### src/rtl/dbg_uart_rx_pkg.sv
// Shared definitions for the debug UART blocks: state encodings and bit-timing math.
// The TX block is expected to reuse the divider helpers and counter width.
package dbg_uart_rx_pkg;

  typedef enum logic [2:0] {
    ST_IDLE   = 3'd0,
    ST_START  = 3'd1,
    ST_DATA   = 3'd2,
    ST_PARITY = 3'd3,
    ST_STOP   = 3'd4,
    ST_BREAK  = 3'd5
  } uart_state_e;

  localparam int unsigned BAUD_W = 16;

  // Clocks per bit, rounded to nearest.
  function automatic int unsigned uart_div(input int unsigned clk_freq,
                                           input int unsigned uart_freq);
    return (clk_freq + uart_freq / 2) / uart_freq;
  endfunction

  function automatic int unsigned uart_half(input int unsigned clk_freq,
                                            input int unsigned uart_freq);
    return uart_div(clk_freq, uart_freq) / 2;
  endfunction

endpackage

### src/rtl/dbg_uart_baud.sv
// Loadable bit-timing down-counter; tick is high while the count sits at zero.
// Shared between the RX and (future) TX debug UART blocks.
module dbg_uart_baud #(
  parameter int unsigned CNT_W = 16
) (
  input  logic             clk,
  input  logic             reset,
  input  logic             load,
  input  logic [CNT_W-1:0] load_val,
  output logic             tick
);

  logic [CNT_W-1:0] cnt;

  always_ff @(posedge clk) begin
    if (reset) begin
      cnt <= '0;
    end else if (load) begin
      cnt <= load_val;
    end else if (cnt != '0) begin
      cnt <= cnt - 1'b1;
    end
  end

  assign tick = (cnt == '0);

endmodule

### src/rtl/dbg_uart_rx.sv
// Debug UART receiver (8N1, LSB first) feeding dbgu32 with 1-cycle byte strobes.
// Define DBG_UART_RX_PARITY_EN for 8E1 framing with even-parity checking.
//
// state     | meaning
// ST_IDLE   | line idle, waiting for a low level on rx_s
// ST_START  | half-bit wait, re-check start bit at its middle
// ST_DATA   | sample 8 data bits at bit centres, LSB first
// ST_PARITY | sample the even-parity bit (parity build only)
// ST_STOP   | sample stop bit, emit valid / frame_err / parity_err
// ST_BREAK  | line stuck low after a framing error, wait for high
module dbg_uart_rx
  import dbg_uart_rx_pkg::*;
#(
  parameter int unsigned CLK_FREQ  = 1000000,
  parameter int unsigned UART_FREQ = 115200
) (
  input  logic       clk,
  input  logic       reset,
  input  logic       rx,
  output logic [7:0] data,
  output logic       valid,
  output logic       frame_err,
  output logic       parity_err,
  output logic       busy
);

  localparam int unsigned DIV  = uart_div(CLK_FREQ, UART_FREQ);
  localparam int unsigned HALF = uart_half(CLK_FREQ, UART_FREQ);
  localparam logic [BAUD_W-1:0] DIV_M1  = BAUD_W'(DIV - 1);
  localparam logic [BAUD_W-1:0] HALF_M1 = BAUD_W'(HALF - 1);

  uart_state_e state, state_nxt;

  logic              rx_meta, rx_s;
  logic [2:0]        bit_idx, bit_idx_nxt;
  logic [7:0]        shreg, shreg_nxt;
  logic [7:0]        data_nxt;
  logic              valid_nxt, frame_err_nxt;
  logic              baud_load;
  logic [BAUD_W-1:0] baud_val;
  logic              baud_tick;

`ifdef DBG_UART_RX_PARITY_EN
  logic par_bad, par_bad_nxt, parity_err_nxt;
`endif

  // Both synchronizer flops reset high so a reset never looks like a start edge.
  always_ff @(posedge clk) begin
    if (reset) begin
      rx_meta <= 1'b1;
      rx_s    <= 1'b1;
    end else begin
      rx_meta <= rx;
      rx_s    <= rx_meta;
    end
  end

  dbg_uart_baud #(
    .CNT_W(BAUD_W)
  ) u_baud (
    .clk     (clk),
    .reset   (reset),
    .load    (baud_load),
    .load_val(baud_val),
    .tick    (baud_tick)
  );

  always_ff @(posedge clk) begin
    if (reset) begin
      state     <= ST_IDLE;
      bit_idx   <= 3'd0;
      shreg     <= 8'h00;
      data      <= 8'h00;
      valid     <= 1'b0;
      frame_err <= 1'b0;
    end else begin
      state     <= state_nxt;
      bit_idx   <= bit_idx_nxt;
      shreg     <= shreg_nxt;
      data      <= data_nxt;
      valid     <= valid_nxt;
      frame_err <= frame_err_nxt;
    end
  end

`ifdef DBG_UART_RX_PARITY_EN
  always_ff @(posedge clk) begin
    if (reset) begin
      par_bad    <= 1'b0;
      parity_err <= 1'b0;
    end else begin
      par_bad    <= par_bad_nxt;
      parity_err <= parity_err_nxt;
    end
  end
`else
  assign parity_err = 1'b0;
`endif

  always_comb begin
    state_nxt     = state;
    bit_idx_nxt   = bit_idx;
    shreg_nxt     = shreg;
    data_nxt      = data;
    valid_nxt     = 1'b0;
    frame_err_nxt = 1'b0;
    baud_load     = 1'b0;
    baud_val      = DIV_M1;
`ifdef DBG_UART_RX_PARITY_EN
    par_bad_nxt    = par_bad;
    parity_err_nxt = 1'b0;
`endif

    case (state)
      ST_IDLE: begin
        if (!rx_s) begin
          state_nxt = ST_START;
          baud_load = 1'b1;
          baud_val  = HALF_M1;
        end
      end

      ST_START: begin
        if (baud_tick) begin
          if (!rx_s) begin
            state_nxt   = ST_DATA;
            bit_idx_nxt = 3'd0;
            baud_load   = 1'b1;
          end else begin
            state_nxt = ST_IDLE;
          end
        end
      end

      ST_DATA: begin
        if (baud_tick) begin
          shreg_nxt   = {rx_s, shreg[7:1]};
          bit_idx_nxt = bit_idx + 3'd1;
          baud_load   = 1'b1;
          if (bit_idx == 3'd7) begin
`ifdef DBG_UART_RX_PARITY_EN
            state_nxt = ST_PARITY;
`else
            state_nxt = ST_STOP;
`endif
          end
        end
      end

`ifdef DBG_UART_RX_PARITY_EN
      ST_PARITY: begin
        if (baud_tick) begin
          // Even parity: data bits plus parity bit must XOR to zero.
          par_bad_nxt = rx_s ^ (^shreg);
          baud_load   = 1'b1;
          state_nxt   = ST_STOP;
        end
      end
`endif

      ST_STOP: begin
        if (baud_tick) begin
          if (rx_s) begin
            state_nxt = ST_IDLE;
`ifdef DBG_UART_RX_PARITY_EN
            if (par_bad) begin
              parity_err_nxt = 1'b1;
            end else begin
              valid_nxt = 1'b1;
              data_nxt  = shreg;
            end
`else
            valid_nxt = 1'b1;
            data_nxt  = shreg;
`endif
          end else begin
            frame_err_nxt = 1'b1;
            state_nxt     = ST_BREAK;
          end
        end
      end

      ST_BREAK: begin
        if (rx_s) begin
          state_nxt = ST_IDLE;
        end
      end

      default: begin
        state_nxt = ST_IDLE;
      end
    endcase
  end

  assign busy = (state != ST_IDLE);

endmodule

### config.mk
export PLATFORM = sky130hd
export DESIGN_NAME = dbg_uart_rx
export DESIGN_NICKNAME = d
export VERILOG_FILES = /design/src/rtl/dbg_uart_rx_pkg.sv /design/src/rtl/dbg_uart_baud.sv /design/src/rtl/dbg_uart_rx.sv
export SDC_FILE = /design/constraint.sdc
export NUM_CORES = 1
export LEC_CHECK = 0
export BUFFER_PORTS_ARGS = -buffer_cell sky130_fd_sc_hd__buf_4
export CAP_MARGIN = 20
export CORE_AREA = 2 2 74 76
export DETAILED_ROUTE_END_ITERATION = 8
export DIE_AREA = 0 0 76 78
export GPL_ROUTABILITY_DRIVEN = 0
export SYNTH_ARGS = -nofsm -noshare
export SYNTH_HDL_FRONTEND = slang
export SYNTH_SLANG_ARGS = --single-unit
### constraint.sdc
create_clock -name clk -period 2.21 [get_ports clk]
set_input_delay 0.1105 -clock clk [delete_from_list [all_inputs] [get_ports clk]]
set_output_delay 0.1105 -clock clk [all_outputs]
set_load 0.02 [all_outputs]
==> run_results.csv, run 1 <==
group,metric,value,unit
worst_setup_path,path_cells,"inv_1 > ha_1 > nor4b_4 > nand4_4 > buf_4 > o21ai_0 > a21oi_1",
floorplan,core_region_area,5040,sq um
clock_tree,clockBufferDepth,2,
detailed_routing,post-route-drc-count,0,
layout,ff_latch_area,841,sq um
sta,skew,0.00975,ns
clock_tree,htreeDepth,2,
pwr,powerDensity,1280,nW/um^2
detailed_routing,wire_per_inst,13.2,microns
clock_tree,cts_sinks,42,
job,drv_cap,0,
floorplan,ios,15,
global_route,grt_pass1_wl,7360,microns
place,dpl_cell_area,2130,sq um
floorplan,die-area,5930,sq um
floorplan,dieHeight,78,microns
place,dp_slack,0.266,ns
worst_setup_path,critPathMaxFanout,20,
layout,finalInstanceArea,2260,sq um
worst_setup_path,path_class,"reg2reg",
floorplan,start_util,39.4,%
worst_setup_path,end_kind,"register",
worst_hold_path,hold_path_startpoint,"reset",
worst_setup_path,crit_required,2.39,ns
worst_setup_path,crit_path_start,"u_baud.cnt[0]$_SDFFE_PP0P_",
worst_setup_path,r2r-start,"u_baud.cnt[0]$_SDFFE_PP0P_",
detailed_routing,wl,4070,microns
global_route,grt.total_usage,15.2,%
worst_hold_path,hold_path.class,"in2reg",
sta,rsz0062_at_grt,"false",
layout,fillers,495,
logic_synthesis,synth_flop_cell,"dfxtp_1",
clock_tree,cts_buffers,5,
worst_setup_path,reg2reg_slack,0.31,ns
clock_tree,cts_tree,"done",
pwr,p_switching,1.14,mW
floorplan,die_w,76,microns
pwr,pwr-share-clk,21.6,%
global_route,met1_usage,20.6,%
pwr,ir_drop,526,uV
layout,utilization,44.9,%
pwr,combPwrFrac,42.0,%
outcome,run_status,"complete, no violations",
worst_setup_path,cp.buffers_inverters,2,
worst_setup_path,cp_data_arrival_time,2.07,ns
worst_setup_path,cp_top_family,"simple AND/OR/NAND/NOR gates",
pwr,intPower,1.75,mW
sta,hold_viol,0,
sta,slew_viol_final,0,
sta,setup_viol,0,
logic_synthesis,synth.avg_cell_area,8.87,sq um
worst_setup_path,cp_slowest_cell,"nor4b_4",
logic_synthesis,async_reset_ff_share,0,%
detailed_routing,drtIter0Drc,112,
layout,final_nets,244,
logic_synthesis,syn_inst,224,
logic_synthesis,synthDistinctLibCells,45,
layout,final_common_cell,"dfxtp_1",
detailed_routing,drtPass1Iterations,4,
detailed_routing,drtAntennaViolNets,0,
pwr,p_sw_share,39.5,%
clock_tree,clock_latency,0.30,ns
sta,finalWorstPathRequiredPeriod,1.90,ns
pwr,p_leak,0.807,nW
global_route,antenna_found_initial,0,
logic_synthesis,ys_warn_count,0,
worst_setup_path,reg2reg_to,"bit_idx[2]$_SDFFE_PP0P_",
clock_tree,clk_pin_slew,0.09,ns
global_route,met3_usage,3.60,%
layout,syn2layout_area_growth,13.9,%
place,dpl.hpwl,2700,microns
sta,holdWs,0.192,ns
clock_tree,cts.root.buffer_cell,"clkbuf_8",
layout,final_cell_mix,"42 x dfxtp_1, 34 x a21oi_1, 24 x nand3_1",
floorplan,row_count,26,
global_route,grt_pass1_vias,1556,
logic_synthesis,synth_edf_count,0,
sta,timing.setup.tns,0,ns
layout,drive_above_1_share,17.2,%
place,dp.cells,298,
place,port_buffers,13,
worst_setup_path,crit_cells,7,
detailed_routing,num_vias,1665,
global_route,grt_busiest_layer,"met2",
global_route,overflow,0,
global_route,grt_max_degree,31,
layout,instances_no_fill,308,
worst_setup_path,cp-start-kind,"register",
sta,post-route-period-util,85.8,%
pwr,finalPower,2.89,mW
worst_setup_path,r2r_cells,7,
logic_synthesis,synth-seq-area-share,42.3,%
worst_setup_path,slowest_delay,0.34,ns
worst_setup_path,worstSetupEndpoint,"bit_idx[2]$_SDFFE_PP0P_",
sta,setup_ws,0.314,ns
global_route,grtUsageMet2,23.5,%
layout,multi_input_area,1050,sq um
pwr,p_seq_share,36.5,%
detailed_routing,post_drt_via_cell_ratio,5.41,
logic_synthesis,synthesis.area,1990,sq um
logic_synthesis,synth_nets,231,
layout,num_antenna_cells,0,
sta,max_freq,0.527,GHz
logic_synthesis,ys_ff_latch,42,
==> worst min path at each step <==
stage / endpoint / slack [ns] / cells past startpoint
3_3_place_gp: rx_meta$_SDFF_PP1_ / 0.30 / 2
3_5_place_dp: rx_meta$_SDFF_PP1_ / 0.30 / 2
2_1_floorplan: rx_meta$_SDFF_PP1_ / 0.21 / 1
6_report: data[3]$_SDFFE_PP0P_ / 0.19 / 2
4_1_cts: data[7]$_SDFFE_PP0P_ / 0.18 / 2
5_1_grt: shreg[1]$_SDFFE_PP0P_ / 0.21 / 2
==> final cells by class <==
type / instances / area share (%)
clock inverter: 3 / 1.94
sequential: 42 / 37.2
timing repair buffer: 21 / 7.08
clock buffer: 5 / 3.04
tap: 70 / 3.87
multi-input combinational: 163 / 46.2
inverter: 4 / 0.664
==> routing by layer <==
| layer | vias up | wire length [microns] |
|---|---|---|
| li1 | 855 | - |
| met4 | 0 | 46 |
| met5 | - | 0 |
| met1 | 783 | 2030 |
| met2 | 21 | 1880 |
| met3 | 6 | 116 |
==> worst reg2reg max path: cells and delay by family, from the launching register on <==
kind                       cells  cell delay (ns)
buffers and inverters          2             0.40
and+or+nand+nor                2             0.60
adders and majority gates      1             0.17
AOI/OAI and AO/OA              2             0.27
DFF                            1             0.33
==> registers in the layout, indices dropped and copies added, names as in the netlist <==
signal	flops
u_baud.cnt	16
data	8
shreg	8
bit_idx	3
state	3
frame_err	1
rx_meta	1
rx_s	1
valid	1
==> cells by family (layout without fill, tap and decap cells) <==
logic type | count (synthesis) | in the layout | share of synthesized area [%]
and+or+nand+nor | 81 | 81 | 27.5
AOI/OAI and AO/OA | 75 | 75 | 21.4
DFF | 42 | 42 | 42.3
buffers and inverters | 19 | 33 | 5.04
adders and majority gates | 4 | 4 | 2.52
other | 1 | 1 | 0.189
xor gates and xnor gates | 1 | 1 | 0.441
muxes | 1 | 1 | 0.567
==> repair_timing <==
action                                  4_1_cts  5_1_grt
endpoints found under the hold margin         1        0
endpoints found under the setup margin        0        1
hold buffers                                  1        0
gates resized for setup                       0        0
buffers inserted                              0        1
==> cells in the mapped netlist, types with 2 or more instances <==
cell      instances  area share, %
or3_1             5            1.6
o31ai_1           6            2.3
nand2_1           7            1.3
or4_1             6            2.3
o21ai_0          20            5.0
clkbuf_1          8            1.5
nand2b_1          5            1.6
dfxtp_1          42             42
nor4_4            2            2.1
o21ai_1           5            1.3
or2_2             4            1.3
a21oi_1          34            8.6
nand3b_1          2           0.76
or4b_1            2            1.0
nand3_1          24            6.0
nor4_1            3           0.94
buf_2             2           0.50
ha_1              4            2.5
buf_4             3            1.1
inv_1             4           0.76
nor2b_1           2           0.63
buf_6             2            1.1
nor2_1            8            1.5
a211oi_1          2           0.76
and3_1            2           0.63
==> power by group through the flow <==
stage	combinational, mW	sequential [mW]	clock, mW
floorplan	1.01	1.03	0
global placement	1.19	1.07	0
detailed placement	1.19	1.07	0
CTS	1.21	1.05	0.639
global route	1.40	1.08	0.665
finish	1.21	1.05	0.624
(Power assumes the default switching activity.)
==> run 2: changes to the inputs <==
==> constraint.sdc (replaced) <==
create_clock -name clk -period 1.7 [get_ports clk]
set_input_delay 0.085 -clock clk [delete_from_list [all_inputs] [get_ports clk]]
set_output_delay 0.085 -clock clk [all_outputs]
set_load 0.02 [all_outputs]
==> run_results.csv, run 2 (synthesis gave the netlist of run 1 again) <==
group,metric,value,unit
layout,utilization,53.4,%
pwr,pwr-share-clk,16.4,%
detailed_routing,num_vias,1816,
layout,top_register,"u_baud.cnt",
pwr,p_leak,0.995,nW
layout,num_antenna_cells,0,
global_route,antenna_found_initial,0,
floorplan,die-area,5930,sq um
layout,final_cell_mix,"44 x buf_4, 40 x dfxtp_1, 31 x a21oi_1",
worst_hold_path,hold_path_startpoint,"reset",
outcome,run_status,"finished with violations",
clock_tree,htreeDepth,2,
layout,final_common_cell,"buf_4",
layout,drive_above_1_share,33.8,%
job,drv_cap,0,
worst_hold_path,hold_path.class,"in2reg",
worst_setup_path,r2r-start,"u_baud.cnt[1]$_SDFFE_PP0P_",
layout,final_nets,278,
layout,reg_top3,"u_baud.cnt x16, data x8, shreg x8",
place,dpl_cell_area,2330,sq um
worst_hold_path,hold_end,"shreg[0]$_SDFFE_PP0P_",
detailed_routing,wl,4690,microns
place,dpl.hpwl,2890,microns
worst_setup_path,r2r_cells,7,
clock_tree,cts_sinks,42,
detailed_routing,post_drt_via_cell_ratio,5.31,
detailed_routing,wire_per_inst,13.7,microns
worst_setup_path,reg2reg_slack,-0.07,ns
worst_setup_path,cp_data_arrival_time,2.02,ns
detailed_routing,drtIter0Drc,65,
worst_setup_path,path_class,"reg2reg",
place,dp.cells,321,
pwr,combPwrFrac,56.7,%
pwr,ir_drop,794,uV
floorplan,ios,15,
outcome,violations,"negative setup slack",
global_route,grt_pass1_wl,7540,microns
layout,largest_reg_flops,16,
clock_tree,cts_tree,"done",
layout,syn2layout_area_growth,35.5,%
detailed_routing,drtPass1Iterations,4,
worst_setup_path,cp-start-kind,"register",
layout,finalInstanceArea,2690,sq um
pwr,finalPower,4.99,mW
global_route,grt_pass1_vias,1680,
sta,max_freq,0.565,GHz
floorplan,core_region_area,5040,sq um
clock_tree,clk_pin_slew,0.09,ns
worst_setup_path,critPathMaxFanout,6,
worst_setup_path,crit_required,1.95,ns
clock_tree,clockBufferDepth,2,
sta,setup_viol,23,
sta,post-route-period-util,104,%
detailed_routing,drtAntennaViolNets,0,
global_route,grt_max_degree,31,
clock_tree,clock_latency,0.30,ns
clock_tree,cts.root.buffer_cell,"clkbuf_8",
global_route,grt.total_usage,15.3,%
sta,slew_viol_final,0,
floorplan,die_w,76,microns
sta,rsz0062_at_grt,"true",
sta,hold_viol,0,
sta,finalWorstPathRequiredPeriod,1.77,ns
worst_hold_path,holdPathStages,2,
detailed_routing,post-route-drc-count,0,
worst_setup_path,reg2reg_to,"u_baud.cnt[5]$_SDFFE_PP0P_",
pwr,intPower,3.11,mW
pwr,p_seq_share,26.8,%
sta,skew,0.00840,ns
pwr,p_switching,1.88,mW
global_route,overflow,0,
pwr,p_sw_share,37.7,%
sta,setup_ws,-0.0690,ns
floorplan,dieHeight,78,microns
pwr,powerDensity,1850,nW/um^2
floorplan,start_util,39.4,%
place,port_buffers,13,
layout,instances_no_fill,342,
floorplan,row_count,26,
worst_setup_path,end_kind,"register",
clock_tree,cts_buffers,5,
==> run 2: layout make-up <==
type / count / area (sq um)
Timing Repair Buffer: 54 / 477
Clock inverter: 3 / 45.0
Tap cell: 70 / 87.6
Fill cell: 464 / 2350
Clock buffer: 5 / 68.8
Multi-Input combinational cell: 164 / 1160
Sequential cell: 42 / 843
Inverter: 4 / 15.0
==> run 2: power by group through the flow <==
stage | Sequential [mW] | Combinational (mW) | Clock (mW)
floorplan | 1.34 | 1.33 | 0
global placement | 1.34 | 2.03 | 0
detailed placement | 1.34 | 2.04 | 0
CTS | 1.32 | 2.14 | 0.819
global route | 1.36 | 3.09 | 0.854
finish | 1.34 | 2.83 | 0.820
==> run 2: worst max path at each step <==
stage	slack, ns	startpoint	cells after the start	to
after floorplan	0.01	u_baud.cnt[0]$_SDFFE_PP0P_	7	bit_idx[0]$_SDFFE_PP0P_
after global placement	-0.02	u_baud.cnt[1]$_SDFFE_PP0P_	7	u_baud.cnt[5]$_SDFFE_PP0P_
after detailed placement	-0.1	u_baud.cnt[0]$_SDFFE_PP0P_	5	u_baud.cnt[13]$_SDFFE_PP0P_
after CTS	-0.06	u_baud.cnt[0]$_SDFFE_PP0P_	7	u_baud.cnt[5]$_SDFFE_PP0P_
after global routing	-0.13	u_baud.cnt[1]$_SDFFE_PP0P_	8	data[1]$_SDFFE_PP0P_
final	-0.07	u_baud.cnt[1]$_SDFFE_PP0P_	7	u_baud.cnt[5]$_SDFFE_PP0P_
==> run 2: repair_timing <==
action                                 4_1_cts  5_1_grt
pin swaps                                    0       20
gates cloned                                 0        2
hold buffers                                 1        0
setup buffers                                2        8
endpoints found under the hold margin        1        0
setup endpoints to repair                   30       40
resized for setup                            4       31
==> run 2: layer usage <==
metal  GRT usage [%]  up-vias  routed length (microns)
li1                -      924                        -
met1            18.6      867                     2140
met2            27.2       21                     2380
met3            3.72        4                      136
met4            3.82        0                       30
met5               0        -                        0
==> run 2: worst max-delay path: stages, from the launching register on <==
cell,delay [ns]
dfxtp_2,0.36
inv_2,0.06
ha_4,0.15
nor4b_4,0.14
and4_4,0.24
clkbuf_16,0.16
or4_4,0.47
a21oi_2,0.12
==> run 2: stage by stage <==
stage / setup TNS [ns] / hold WS (ns) / setup slack [ns]
2_1_floorplan: 0 / 0.189 / 0.0136
3_3_place_gp: -0.0365 / 0.269 / -0.0236
3_5_place_dp: -0.398 / 0.273 / -0.0973
4_1_cts: -0.661 / 0.169 / -0.0641
5_1_grt: -3.86 / 0.165 / -0.130
6_report: -0.388 / 0.156 / -0.0690
==> run 3: changes to the inputs <==
==> constraint.sdc (replaced) <==
create_clock -name clk -period 1.93 [get_ports clk]
set_input_delay 0.0965 -clock clk [delete_from_list [all_inputs] [get_ports clk]]
set_output_delay 0.0965 -clock clk [all_outputs]
set_load 0.02 [all_outputs]
==> run_results.csv, run 3 (synthesis gave the netlist of run 1 again) <==
group,metric,value,unit
global_route,grt_max_degree,31,
layout,final_cell_mix,"40 x dfxtp_1, 34 x a21oi_1, 23 x nand3_1, 23 x buf_4, 20 x o21ai_0",
global_route,grt.total_usage,14.5,%
place,dpl_cell_area,2170,sq um
pwr,ir_drop,486,uV
floorplan,core_region_area,5040,sq um
layout,syn2layout_area_growth,14.7,%
clock_tree,cts_sinks,42,
clock_tree,cts_tree,"done",
pwr,p_seq_share,37.0,%
clock_tree,cts_buffers,5,
floorplan,die_w,76,microns
global_route,antenna_found_initial,0,
sta,max_freq,0.548,GHz
sta,skew,0.00325,ns
sta,rsz0062_at_grt,"false",
worst_setup_path,reg2reg_slack,0.10,ns
floorplan,row_count,26,
worst_setup_path,path_class,"reg2reg",
worst_setup_path,r2r_cells,7,
pwr,intPower,1.95,mW
pwr,combPwrFrac,46.1,%
detailed_routing,wire_per_inst,13.3,microns
worst_setup_path,critPathMaxFanout,29,
layout,final_nets,248,
sta,timing.setup.tns,0,ns
place,dp.cells,301,
worst_setup_path,worstSetupEndpoint,"state[0]$_SDFFE_PP0P_",
pwr,p_sw_share,40.2,%
place,port_buffers,13,
pwr,p_switching,1.31,mW
worst_setup_path,end_kind,"register",
sta,post-route-period-util,94.6,%
detailed_routing,num_vias,1683,
floorplan,die-area,5930,sq um
detailed_routing,drtAntennaViolNets,0,
sta,setup_viol,0,
worst_setup_path,crit_required,2.12,ns
pwr,p_leak,0.817,nW
layout,drive_above_1_share,19.5,%
layout,finalInstanceArea,2280,sq um
worst_setup_path,cp_data_arrival_time,2.02,ns
worst_setup_path,r2r-start,"u_baud.cnt[0]$_SDFFE_PP0P_",
layout,num_antenna_cells,0,
detailed_routing,drtIter0Drc,87,
sta,finalWorstPathRequiredPeriod,1.83,ns
layout,instances_no_fill,311,
detailed_routing,post_drt_via_cell_ratio,5.41,
layout,largest_reg_flops,16,
sta,holdWs,0.184,ns
worst_hold_path,hold_path.class,"in2reg",
worst_setup_path,cp-start-kind,"register",
job,drv_cap,0,
clock_tree,clock_latency,0.29,ns
detailed_routing,wl,4140,microns
worst_setup_path,crit_path_start,"u_baud.cnt[0]$_SDFFE_PP0P_",
floorplan,ios,15,
sta,hold_viol,0,
pwr,finalPower,3.25,mW
layout,final_common_cell,"dfxtp_1",
worst_setup_path,reg2reg_to,"state[0]$_SDFFE_PP0P_",
detailed_routing,post-route-drc-count,0,
floorplan,start_util,39.4,%
layout,fillers,526,
clock_tree,htreeDepth,2,
clock_tree,clk_pin_slew,0.08,ns
detailed_routing,drtPass1Iterations,4,
outcome,run_status,"complete, no violations",
layout,reg_top3,"u_baud.cnt x16, data x8, shreg x8",
worst_hold_path,holdPathStages,2,
global_route,overflow,0,
global_route,grt_pass1_vias,1527,
sta,slew_viol_final,0,
place,dpl.hpwl,2680,microns
clock_tree,cts.root.buffer_cell,"clkbuf_8",
clock_tree,clockBufferDepth,2,
pwr,pwr-share-clk,16.9,%
layout,top_register,"u_baud.cnt",
pwr,powerDensity,1430,nW/um^2
floorplan,dieHeight,78,microns
global_route,grt_pass1_wl,7090,microns
-- run 3: worst max-delay path, cell delays in order, from the launching register on --
cell	delay, ns
dfxtp_2	0.34
inv_1	0.11
ha_1	0.16
nor4b_4	0.30
and4_1	0.30
buf_12	0.19
nand2_1	0.07
o221a_1	0.24
-- run 3: area by class of cell --
type	count	area (sq um)	share of cell area [%]
Multi-Input combinational cell	163	1050	46.1
Sequential cell	42	843	37.0
Timing Repair Buffer	25	203	8.90
Tap cell	70	87.6	3.84
Clock buffer	5	68.8	3.02
Inverter	4	15.0	0.659
Clock inverter	2	10.0	0.439
-- run 3: routing by layer --
metal	track usage, %	share of wire, %	vias up
met4	3.45	0.84	0
met3	3.95	2.9	4
li1	-	-	853
met2	24.4	47	19
met1	18.7	49	807
met5	0	0	-
-- run 3: timing repair --
item,in CTS,in global routing
resized for setup,0,3
buffers inserted,2,0
setup endpoints to repair,1,3
hold buffers,1,0
endpoints found under the hold margin,1,0
-- run 3: power by group through the flow --
stage               Sequential, mW  Combinational, mW  Clock, mW
global route                  1.23               1.69      0.598
floorplan                     1.18               1.16          0
detailed placement            1.22               1.45          0
finish                        1.20               1.50      0.550
CTS                           1.20               1.51      0.567
global placement              1.21               1.44          0
-- run 3: worst min path at each step --
stage               startpoint                 endpoint  slack (ns)
CTS                      reset  bit_idx[2]$_SDFFE_PP0P_        0.18
finish                   reset     data[6]$_SDFFE_PP0P_        0.18
global placement            rx       rx_meta$_SDFF_PP1_        0.28
global route             reset    shreg[5]$_SDFFE_PP0P_        0.20
detailed placement          rx       rx_meta$_SDFF_PP1_        0.29
floorplan                   rx       rx_meta$_SDFF_PP1_        0.20
-- run 3: through the flow --
step           worst slack, ns  utilization (%)
3_5_place_dp           0.00218             43.0
6_report                 0.105             45.2
4_1_cts                 0.0604             45.0
2_1_floorplan            0.179                -
3_3_place_gp            0.0919             43.0
5_1_grt                 0.0129             45.2
